**src/rtl/cpu_pkg.sv**
```systemverilog
// ---------------------------------------------------------------------------
// cpu_pkg
//   Shared definitions for the 32-bit CPU control path:
//     - opcode values (IR[31:27])
//     - IR field bit positions for op / Ra / Rb / Rc
//     - control-step state encoding
//     - instruction class enum plus the opcode -> class decoder
//     - the control-strobe bundle driven by the output decode
// ---------------------------------------------------------------------------
package cpu_pkg;

    // Widths and limits
    localparam int OP_W         = 5;
    localparam int REG_IDX_W    = 4;
    localparam int NUM_REGS     = 16;
    localparam int WAIT_W       = 4;
    localparam int MEM_WAIT_MAX = 15;

    // IR field bit positions
    localparam int OP_MSB = 31;
    localparam int OP_LSB = 27;
    localparam int RA_MSB = 26;
    localparam int RA_LSB = 23;
    localparam int RB_MSB = 22;
    localparam int RB_LSB = 19;
    localparam int RC_MSB = 18;
    localparam int RC_LSB = 15;

    // Opcodes
    localparam logic [OP_W-1:0] OP_LD   = 5'b00000;
    localparam logic [OP_W-1:0] OP_ST   = 5'b00010;
    localparam logic [OP_W-1:0] OP_ADD  = 5'b00011;
    localparam logic [OP_W-1:0] OP_SUB  = 5'b00100;
    localparam logic [OP_W-1:0] OP_AND  = 5'b00101;
    localparam logic [OP_W-1:0] OP_OR   = 5'b00110;
    localparam logic [OP_W-1:0] OP_SHR  = 5'b00111;
    localparam logic [OP_W-1:0] OP_SHRA = 5'b01000;
    localparam logic [OP_W-1:0] OP_SHL  = 5'b01001;
    localparam logic [OP_W-1:0] OP_ROR  = 5'b01010;
    localparam logic [OP_W-1:0] OP_ROL  = 5'b01011;
    localparam logic [OP_W-1:0] OP_ADDI = 5'b01100;
    localparam logic [OP_W-1:0] OP_ANDI = 5'b01101;
    localparam logic [OP_W-1:0] OP_ORI  = 5'b01110;
    localparam logic [OP_W-1:0] OP_MUL  = 5'b01111;
    localparam logic [OP_W-1:0] OP_DIV  = 5'b10000;
    localparam logic [OP_W-1:0] OP_NEG  = 5'b10001;
    localparam logic [OP_W-1:0] OP_NOT  = 5'b10010;
    localparam logic [OP_W-1:0] OP_MFHI = 5'b10011;
    localparam logic [OP_W-1:0] OP_MFLO = 5'b10100;
    localparam logic [OP_W-1:0] OP_NOP  = 5'b11010;
    localparam logic [OP_W-1:0] OP_HALT = 5'b11011;

    // Control steps. T3..T7 are shared by all instruction classes; the
    // class picks which strobes a step drives and where it goes next.
    typedef enum logic [3:0] {
        S_IDLE,
        S_T0,
        S_T1,
        S_T2,
        S_T3,
        S_T4,
        S_T5,
        S_T6,
        S_T7,
        S_HALT
    } state_t;

    typedef enum logic [3:0] {
        CLS_ALU,      // three-register ALU ops
        CLS_IMM,      // register/immediate ALU ops
        CLS_UNARY,    // neg / not
        CLS_MULDIV,   // mul / div, 64-bit result into HI:LO
        CLS_LOAD,
        CLS_STORE,
        CLS_MFHI,
        CLS_MFLO,
        CLS_NOP,
        CLS_HALT,
        CLS_ILLEGAL
    } op_class_t;

    // One bit per datapath strobe, plus the register-select requests
    // (gra/grb/grc + r_in/r_out) that reg_select_encode turns into one-hot
    // vectors. alu_en passes the opcode through; alu_add forces ADD for
    // effective-address computation.
    typedef struct packed {
        logic pc_out;
        logic zhigh_out;
        logic zlow_out;
        logic mdr_out;
        logic hi_out;
        logic lo_out;
        logic c_out;
        logic ba_out;
        logic pc_in;
        logic mar_in;
        logic mdr_in;
        logic ir_in;
        logic y_in;
        logic z_in;
        logic hi_in;
        logic lo_in;
        logic inc_pc;
        logic read;
        logic write;
        logic gra;
        logic grb;
        logic grc;
        logic r_in;
        logic r_out;
        logic alu_en;
        logic alu_add;
    } ctrl_t;

    function automatic op_class_t decode_op(input logic [OP_W-1:0] op);
        case (op)
            OP_ADD, OP_SUB, OP_AND, OP_OR, OP_SHR,
            OP_SHRA, OP_SHL, OP_ROR, OP_ROL:     return CLS_ALU;
            OP_ADDI, OP_ANDI, OP_ORI:            return CLS_IMM;
            OP_NEG, OP_NOT:                      return CLS_UNARY;
            OP_MUL, OP_DIV:                      return CLS_MULDIV;
            OP_LD:                               return CLS_LOAD;
            OP_ST:                               return CLS_STORE;
            OP_MFHI:                             return CLS_MFHI;
            OP_MFLO:                             return CLS_MFLO;
            OP_NOP:                              return CLS_NOP;
            OP_HALT:                             return CLS_HALT;
            default:                             return CLS_ILLEGAL;
        endcase
    endfunction

endpackage

```
**src/rtl/reg_select_encode.sv**
```systemverilog
// ---------------------------------------------------------------------------
// reg_select_encode
//   Turns the register-select requests of one control step into the
//   datapath's one-hot GPR enables.
//   Ports:
//     ra, rb, rc      in  4   register fields from IR
//     gra, grb, grc   in  1   which field addresses the register this step
//     r_in            in  1   load the selected register
//     r_out           in  1   drive the selected register onto the bus
//     ba_out          in  1   base-address drive (also enables the register)
//     rin_vec         out 16  one-hot load enable
//     rout_vec        out 16  one-hot drive enable
//   Only one field is used per step, so a single decoder serves both
//   vectors and each vector has at most one bit set.
// ---------------------------------------------------------------------------
module reg_select_encode
    import cpu_pkg::*;
(
    input  logic [REG_IDX_W-1:0] ra,
    input  logic [REG_IDX_W-1:0] rb,
    input  logic [REG_IDX_W-1:0] rc,
    input  logic                 gra,
    input  logic                 grb,
    input  logic                 grc,
    input  logic                 r_in,
    input  logic                 r_out,
    input  logic                 ba_out,
    output logic [NUM_REGS-1:0]  rin_vec,
    output logic [NUM_REGS-1:0]  rout_vec
);

    logic [REG_IDX_W-1:0] sel;
    logic                 any_sel;
    logic [NUM_REGS-1:0]  one_hot;

    // NOTE: every variable written here gets a default first, so no path
    // leaves it unassigned and no latch is inferred.
    always_comb begin
        sel     = '0;
        one_hot = '0;
        if (gra) begin
            sel = ra;
        end else if (grb) begin
            sel = rb;
        end else if (grc) begin
            sel = rc;
        end
        one_hot[sel] = 1'b1;
    end

    assign any_sel  = gra | grb | grc;
    assign rin_vec  = (any_sel && r_in)             ? one_hot : '0;
    assign rout_vec = (any_sel && (r_out || ba_out)) ? one_hot : '0;

endmodule

```
**src/rtl/control_unit.sv**
```systemverilog
// ---------------------------------------------------------------------------
// control_unit
//   Moore sequencer for the 32-bit datapath: instruction fetch (T0-T2) and
//   per-opcode execute steps (T3-T7). One control step per Clock cycle;
//   registers enabled in a step load on the edge that ends it.
//   Parameters:
//     MEM_WAIT  extra cycles a memory Read/Write step is held (0..15)
//   Ports:
//     Clock, Resetn           clock (rising edge), async active-low reset
//     Run                     leave IDLE and start fetching
//     Stop                    at an instruction boundary, return to IDLE
//     IR                      instruction register contents
//     PCout..BAout            bus-source selects
//     PCin..LOin              register load enables
//     IncPC, Read, Write      PC increment, memory strobes
//     Rin, Rout               one-hot GPR load / drive enables
//     alu_op                  ALU opcode (IR[31:27] in ALU steps, else 0)
//     Busy, Halted, Illegal   status; Illegal is sticky until reset
//   Strobes depend only on the state register and on IR fields. The
//   instruction class comes from IR[31:27]; IR is loaded at the end of T2,
//   so the class is only consulted from T3 on.
// ---------------------------------------------------------------------------
module control_unit
    import cpu_pkg::*;
#(
    parameter int MEM_WAIT = 0
) (
    input  logic                Clock,
    input  logic                Resetn,
    input  logic                Run,
    input  logic                Stop,
    input  logic [31:0]         IR,
    output logic                PCout,
    output logic                Zhighout,
    output logic                Zlowout,
    output logic                MDRout,
    output logic                HIout,
    output logic                LOout,
    output logic                Cout,
    output logic                BAout,
    output logic                PCin,
    output logic                MARin,
    output logic                MDRin,
    output logic                IRin,
    output logic                Yin,
    output logic                Zin,
    output logic                HIin,
    output logic                LOin,
    output logic                IncPC,
    output logic                Read,
    output logic                Write,
    output logic [NUM_REGS-1:0] Rin,
    output logic [NUM_REGS-1:0] Rout,
    output logic [OP_W-1:0]     alu_op,
    output logic                Busy,
    output logic                Halted,
    output logic                Illegal
);

    // Out-of-range MEM_WAIT saturates to the counter's reach.
    localparam logic [WAIT_W-1:0] WAIT_LOAD = (MEM_WAIT > MEM_WAIT_MAX) ?
                                              WAIT_W'(MEM_WAIT_MAX) :
                                              WAIT_W'(MEM_WAIT);

    state_t            state;
    state_t            state_next;
    state_t            boundary_next;
    op_class_t         op_class;
    logic [OP_W-1:0]   op;
    logic [WAIT_W-1:0] wait_cnt;
    logic              wait_done;
    logic              mem_now;
    logic              mem_next;
    logic              illegal_q;
    ctrl_t             ctrl;

    // Immediate and low IR bits belong to the datapath, not to sequencing.
    logic              unused_ir;
    assign unused_ir = ^IR[RC_LSB-1:0];

    assign op        = IR[OP_MSB:OP_LSB];
    assign op_class  = decode_op(op);
    assign wait_done = (wait_cnt == '0);

    // Memory steps are the ones held for 1+MEM_WAIT cycles.
    function automatic logic is_mem_step(input state_t st, input op_class_t cls);
        return (st == S_T1) ||
               (st == S_T6 && cls == CLS_LOAD) ||
               (st == S_T7 && cls == CLS_STORE);
    endfunction

    assign mem_now  = is_mem_step(state, op_class);
    assign mem_next = is_mem_step(state_next, op_class);

    // -----------------------------------------------------------------------
    // State register, wait counter, sticky Illegal flag
    // -----------------------------------------------------------------------
    // NOTE: sequential state uses non-blocking assignments and an async
    // active-low reset, so reset takes effect without waiting for Clock.
    always_ff @(posedge Clock or negedge Resetn) begin
        if (!Resetn) begin
            state <= S_IDLE;
        end else begin
            state <= state_next;
        end
    end

    always_ff @(posedge Clock or negedge Resetn) begin
        if (!Resetn) begin
            wait_cnt <= '0;
        end else if (mem_next && (state_next != state)) begin
            wait_cnt <= WAIT_LOAD;
        end else if (mem_now && !wait_done) begin
            wait_cnt <= wait_cnt - 1'b1;
        end
    end

    always_ff @(posedge Clock or negedge Resetn) begin
        if (!Resetn) begin
            illegal_q <= 1'b0;
        end else if (state == S_T3 && op_class == CLS_ILLEGAL) begin
            illegal_q <= 1'b1;
        end
    end

    // -----------------------------------------------------------------------
    // Next-state logic
    // -----------------------------------------------------------------------
    // Last execute step of every instruction leads here.
    assign boundary_next = Stop ? S_IDLE : S_T0;

    always_comb begin
        state_next = state;
        case (state)
            S_IDLE: if (Run) state_next = S_T0;
            S_T0:   state_next = S_T1;
            S_T1:   if (wait_done) state_next = S_T2;
            S_T2:   state_next = S_T3;
            S_T3: begin
                case (op_class)
                    CLS_ALU, CLS_IMM, CLS_UNARY,
                    CLS_MULDIV, CLS_LOAD, CLS_STORE: state_next = S_T4;
                    CLS_HALT, CLS_ILLEGAL:           state_next = S_HALT;
                    default:                         state_next = boundary_next;
                endcase
            end
            S_T4: begin
                case (op_class)
                    CLS_ALU, CLS_IMM, CLS_MULDIV,
                    CLS_LOAD, CLS_STORE:             state_next = S_T5;
                    default:                         state_next = boundary_next;
                endcase
            end
            S_T5: begin
                case (op_class)
                    CLS_MULDIV, CLS_LOAD, CLS_STORE: state_next = S_T6;
                    default:                         state_next = boundary_next;
                endcase
            end
            S_T6: begin
                case (op_class)
                    CLS_LOAD:  if (wait_done) state_next = S_T7;
                    CLS_STORE: state_next = S_T7;
                    default:   state_next = boundary_next;
                endcase
            end
            S_T7: begin
                if (op_class != CLS_STORE || wait_done) begin
                    state_next = boundary_next;
                end
            end
            S_HALT:  state_next = S_HALT;
            default: state_next = S_IDLE;
        endcase
    end

    // -----------------------------------------------------------------------
    // Output decode
    // -----------------------------------------------------------------------
    always_comb begin
        ctrl = '0;
        case (state)
            S_T0: begin
                ctrl.pc_out = 1'b1;
                ctrl.mar_in = 1'b1;
                ctrl.inc_pc = 1'b1;
                ctrl.pc_in  = 1'b1;
            end
            S_T1: begin
                ctrl.read   = 1'b1;
                ctrl.mdr_in = 1'b1;
            end
            S_T2: begin
                ctrl.mdr_out = 1'b1;
                ctrl.ir_in   = 1'b1;
            end
            S_T3: begin
                case (op_class)
                    CLS_ALU, CLS_IMM: begin
                        ctrl.grb = 1'b1; ctrl.r_out = 1'b1; ctrl.y_in = 1'b1;
                    end
                    CLS_UNARY: begin
                        ctrl.grb = 1'b1; ctrl.r_out = 1'b1;
                        ctrl.alu_en = 1'b1; ctrl.z_in = 1'b1;
                    end
                    CLS_MULDIV: begin
                        ctrl.gra = 1'b1; ctrl.r_out = 1'b1; ctrl.y_in = 1'b1;
                    end
                    CLS_LOAD, CLS_STORE: begin
                        ctrl.grb = 1'b1; ctrl.ba_out = 1'b1; ctrl.y_in = 1'b1;
                    end
                    CLS_MFHI: begin
                        ctrl.hi_out = 1'b1; ctrl.gra = 1'b1; ctrl.r_in = 1'b1;
                    end
                    CLS_MFLO: begin
                        ctrl.lo_out = 1'b1; ctrl.gra = 1'b1; ctrl.r_in = 1'b1;
                    end
                    default: ;
                endcase
            end
            S_T4: begin
                case (op_class)
                    CLS_ALU: begin
                        ctrl.grc = 1'b1; ctrl.r_out = 1'b1;
                        ctrl.alu_en = 1'b1; ctrl.z_in = 1'b1;
                    end
                    CLS_IMM: begin
                        ctrl.c_out = 1'b1; ctrl.alu_en = 1'b1; ctrl.z_in = 1'b1;
                    end
                    CLS_UNARY: begin
                        ctrl.zlow_out = 1'b1; ctrl.gra = 1'b1; ctrl.r_in = 1'b1;
                    end
                    CLS_MULDIV: begin
                        ctrl.grb = 1'b1; ctrl.r_out = 1'b1;
                        ctrl.alu_en = 1'b1; ctrl.z_in = 1'b1;
                    end
                    CLS_LOAD, CLS_STORE: begin
                        ctrl.c_out = 1'b1; ctrl.alu_add = 1'b1; ctrl.z_in = 1'b1;
                    end
                    default: ;
                endcase
            end
            S_T5: begin
                case (op_class)
                    CLS_ALU, CLS_IMM: begin
                        ctrl.zlow_out = 1'b1; ctrl.gra = 1'b1; ctrl.r_in = 1'b1;
                    end
                    CLS_MULDIV: begin
                        ctrl.zlow_out = 1'b1; ctrl.lo_in = 1'b1;
                    end
                    CLS_LOAD, CLS_STORE: begin
                        ctrl.zlow_out = 1'b1; ctrl.mar_in = 1'b1;
                    end
                    default: ;
                endcase
            end
            S_T6: begin
                case (op_class)
                    CLS_MULDIV: begin
                        ctrl.zhigh_out = 1'b1; ctrl.hi_in = 1'b1;
                    end
                    CLS_LOAD: begin
                        ctrl.read = 1'b1; ctrl.mdr_in = 1'b1;
                    end
                    CLS_STORE: begin
                        ctrl.gra = 1'b1; ctrl.r_out = 1'b1; ctrl.mdr_in = 1'b1;
                    end
                    default: ;
                endcase
            end
            S_T7: begin
                case (op_class)
                    CLS_LOAD: begin
                        ctrl.mdr_out = 1'b1; ctrl.gra = 1'b1; ctrl.r_in = 1'b1;
                    end
                    CLS_STORE: ctrl.write = 1'b1;
                    default: ;
                endcase
            end
            default: ;
        endcase
    end

    reg_select_encode u_reg_select_encode (
        .ra       (IR[RA_MSB:RA_LSB]),
        .rb       (IR[RB_MSB:RB_LSB]),
        .rc       (IR[RC_MSB:RC_LSB]),
        .gra      (ctrl.gra),
        .grb      (ctrl.grb),
        .grc      (ctrl.grc),
        .r_in     (ctrl.r_in),
        .r_out    (ctrl.r_out),
        .ba_out   (ctrl.ba_out),
        .rin_vec  (Rin),
        .rout_vec (Rout)
    );

    assign PCout    = ctrl.pc_out;
    assign Zhighout = ctrl.zhigh_out;
    assign Zlowout  = ctrl.zlow_out;
    assign MDRout   = ctrl.mdr_out;
    assign HIout    = ctrl.hi_out;
    assign LOout    = ctrl.lo_out;
    assign Cout     = ctrl.c_out;
    assign BAout    = ctrl.ba_out;
    assign PCin     = ctrl.pc_in;
    assign MARin    = ctrl.mar_in;
    assign MDRin    = ctrl.mdr_in;
    assign IRin     = ctrl.ir_in;
    assign Yin      = ctrl.y_in;
    assign Zin      = ctrl.z_in;
    assign HIin     = ctrl.hi_in;
    assign LOin     = ctrl.lo_in;
    assign IncPC    = ctrl.inc_pc;
    assign Read     = ctrl.read;
    assign Write    = ctrl.write;

    assign alu_op   = ctrl.alu_add ? OP_ADD :
                      ctrl.alu_en  ? op     : '0;

    assign Busy     = (state != S_IDLE) && (state != S_HALT);
    assign Halted   = (state == S_HALT);
    assign Illegal  = illegal_q;

endmodule

```
**config.mk**
```make
export PLATFORM = sky130hd
export DESIGN_NAME = control_unit
export DESIGN_NICKNAME = d
export VERILOG_FILES = /design/src/rtl/cpu_pkg.sv /design/src/rtl/reg_select_encode.sv /design/src/rtl/control_unit.sv
export SDC_FILE = /design/constraint.sdc
export NUM_CORES = 1
export LEC_CHECK = 0
export CAP_MARGIN = 20
export CORE_ASPECT_RATIO = 0.8
export CORE_MARGIN = 10
export CORE_UTILIZATION = 42
export DETAILED_ROUTE_END_ITERATION = 7
export PLACE_DENSITY_LB_ADDON = 0.08
export SETUP_SLACK_MARGIN = 0.05
export SYNTH_ARGS = -nofsm -noshare
export SYNTH_HDL_FRONTEND = slang
export SYNTH_SLANG_ARGS = --single-unit
```
**constraint.sdc**
```tcl
create_clock -name Clock -period 3.1 [get_ports Clock]
set_input_delay 0.31 -clock Clock [delete_from_list [all_inputs] [get_ports Clock]]
set_output_delay 0.31 -clock Clock [all_outputs]
set_load 0.03 [all_outputs]
```
==> results.sh <==
export IMPL_p_leak_nw=1.69
export IMPL_synth_edff_count=0
export IMPL_path_common_cell="buf_6"
export IMPL_n_antenna_cell=0
export IMPL_insertion_delay_ns=0.24
export IMPL_syn_nets=309
export IMPL_hold_viol_final=0
export IMPL_core_area_um2=4620
export IMPL_globalplace_congestion=0.957
export IMPL_clock_skew_ns=0.00480
export IMPL_layout_drive_gt1_share_pct=54.4
export IMPL_grt_setup_unrepaired="yes"
export IMPL_die_w_um=97.7
export IMPL_start_util_pct=43.8
export IMPL_tightest_slew_ns=0.826
export IMPL_drv_slew=0
export IMPL_grt_pass1_wl_um=14200
export IMPL_yosysUniqueCellTypes=72
export IMPL_cpMaxStageDelayCell="a221o_4"
export IMPL_worstSetupPathType="in -> out"
export IMPL_wl_um=13000
export IMPL_synthToLayoutAreaGrowth_pct=104
export IMPL_yosysSeqAreaShare_pct=11.1
export IMPL_ff2ff_setup_slack_ns=0.34
export IMPL_io_pins=95
export IMPL_cts_inserted_buffers=3
export IMPL_synth_async_sr_flop_share_pct=100
export IMPL_tns_ns=-1.92
export IMPL_crit_arrival_ns=2.99
export IMPL_maxSlewHeadroom_pct=44.9
export IMPL_vdd_drop_max_mv=0.485
export IMPL_cts_max_path_buffers=2
export IMPL_failed_checks="DRC, setup timing"
export IMPL_cts_tree="done"
export IMPL_track_usage_pct=20.8
export IMPL_multiInputGateArea_um2=2150
export IMPL_yosysWarnings=0
export IMPL_post_drt_wl_per_cell_um=26.8
export IMPL_power_density_nw_per_um2=452
export IMPL_fillCellCount=179
export IMPL_num_vias=3381
export IMPL_nNetsFinal=463
export IMPL_critPathTopFamily="buffers and inverters"
export IMPL_cp_cell_sequence="dlygate4sd2_1 > buf_6 > a211oi_4 > buf_6 > or3_4 > o211a_4 > nand3_4 > buf_6 > buf_4 > a221o_4 > buf_12 > nor4_2 > buf_4"
export IMPL_setup_viol=27
export IMPL_die_h_um=82.1
export IMPL_seq_area_um2=229
export IMPL_syn_avg_cell_area_um2=7.45
export IMPL_grt_pass1_vias=2811
export IMPL_grt_max_degree=17
export IMPL_rows=22
export IMPL_r2r_end="wait_cnt[2]$_DFFE_PN0P_"
export IMPL_status="complete, but fails checks"
export IMPL_cts_root_buf="clkbuf_8"
export IMPL_period_share_pct=106
export IMPL_htree_levels=1
export IMPL_hpwl_um=6250
export IMPL_die_area_um2=8020
export IMPL_crit_buf_inv=7
export IMPL_min_path_type="in -> async"
export IMPL_final_antenna_net_count=0
export IMPL_fmax_mhz=303
export IMPL_cts_sinks=9
export IMPL_grt_antenna_before_repair=0
export IMPL_port_buffers=79
export IMPL_layout_common_cells="buf_4 (100), buf_6 (30), clkdlybuf4s50_1 (28)"
export IMPL_drc=64
export IMPL_cts_hold_buffers=0
export IMPL_crit_path_max_fanout=9
export IMPL_max_cap_violations=0
export IMPL_first_pass_iters=8
export IMPL_drtIter0Drc=633
export IMPL_grt_overflow=0
export IMPL_synth_seq_cells=9
export IMPL_final_common_cell="buf_4"
export IMPL_worstRegToRegCells=8
export IMPL_path_clk_slew_ns=0.05
export IMPL_critPathCaptureType="primary output"
export IMPL_post_drt_via_cell_ratio=6.97
export IMPL_timing_rr_start="wait_cnt[0]$_DFFE_PN0P_"
export IMPL_whs_ns=0.383
export IMPL_synthesis_instances=272
export IMPL_synth_top_flop_cell="dfrtp_1"
export IMPL_start_kind="primary input"
export IMPL_fin_total_pwr_mw=1.87
export IMPL_fin_ws_ns=-0.195
export IMPL_required_ns=2.79
export IMPL_syn_area_um2=2030
export IMPL_cpPeakStageDelay_ns=0.39
export IMPL_min_period_ns=3.30
cell usage after synthesis (5+ instances only):
master / instances / area (µm²)
nand2_1: 19 / 71.3
o21ai_0: 10 / 50.1
buf_6: 9 / 101
nor4_2: 9 / 113
inv_1: 8 / 30.0
and2_1: 5 / 31.3
nand3_1: 11 / 55.1
nor3b_1: 5 / 37.5
a31oi_1: 5 / 31.3
nor3_1: 24 / 120
a21oi_1: 10 / 50.1
nor4_1: 10 / 62.6
dfrtp_1: 9 / 225
buf_4: 6 / 45.0
nor2_1: 24 / 90.1
buf_2: 7 / 35.0
nand2b_1: 6 / 37.5
per-layer routing:
| metal | up-vias | global-route usage (%) | wire (µm) |
|---|---|---|---|
| li1 | 1359 | - | - |
| met1 | 1509 | 26.3 | 4530 |
| met2 | 387 | 36.5 | 5800 |
| met3 | 126 | 3.73 | 1660 |
| met4 | 0 | 4.35 | 985 |
| met5 | - | 0 | 0 |
worst register-to-register path, stage by stage, from the launching register on:
cell      delay [ns]
dfrtp_1         0.38
inv_1           0.09
ha_1            0.24
nor3b_1         0.67
o311ai_0        0.20
or2_2           0.31
o211a_1         0.13
o221ai_1        0.38
a32oi_1         0.20
cell families (layout without fill, tap and decap cells):
group	after synthesis	in the layout	share of synthesized area, %
AOI/OAI and AO/OA	70	72	26.2
xor gates and xnor gates	4	4	2.10
adders and majority gates	1	1	0.617
buffers and inverters	34	185	11.2
DFF	9	9	11.1
muxes	4	4	2.28
and+or+nand+nor	150	150	46.5
worst max-delay path by stage:
stage                            start        to  slack (ns)  cells past startpoint
global route        state[1]$_DFF_PN0_  Rout[11]       -0.27                     10
global placement                IR[29]   Rout[2]       -0.34                      8
CTS                 state[1]$_DFF_PN0_   Rin[13]        0.01                      9
floorplan                       IR[28]   Rout[6]       -0.14                      8
detailed placement              IR[29]   Rout[3]       -0.37                      8
finish                          IR[27]   Rout[2]       -0.20                     13
state kept, by name, summed over array words and instances, names as in the netlist:
name      count
Illegal       1
wait_cnt      4
state         4
report_power, final:
part           switching (mW)  internal, mW  total [mW]  leakage (nW)
Clock                  0.0491        0.0878       0.137        0.0255
Sequential             0.0546         0.166       0.221         0.111
Combinational           0.896         0.618        1.51          1.55
cell type report:
class,instances,share of cell area [%]
flip-flops and latches,9,5.53
multi-input cells,231,51.9
clock inverters,1,0.121
well taps,60,1.81
clock buffers,3,0.996
inverters,8,0.725
repair buffers,173,38.9
timing repair:
item,4_1_cts,5_1_grt
hold endpoints to repair,0,0
pin swaps,7,28
buffers inserted,13,20
endpoints found under the setup margin,32,32
gates cloned,4,1
gates resized for setup,49,87
per-stage QoR:
step	setup WS, ns	instances	instance area (µm²)	utilization (%)
floorplan	-0.141	272	2050	-
global placement	-0.345	443	3060	66.2
detailed placement	-0.365	443	3060	66.2
CTS	0.0132	464	3530	76.2
global route	-0.271	485	4140	89.6
finish	-0.195	485	4140	89.6
Power figures use the tool's default switching activity.
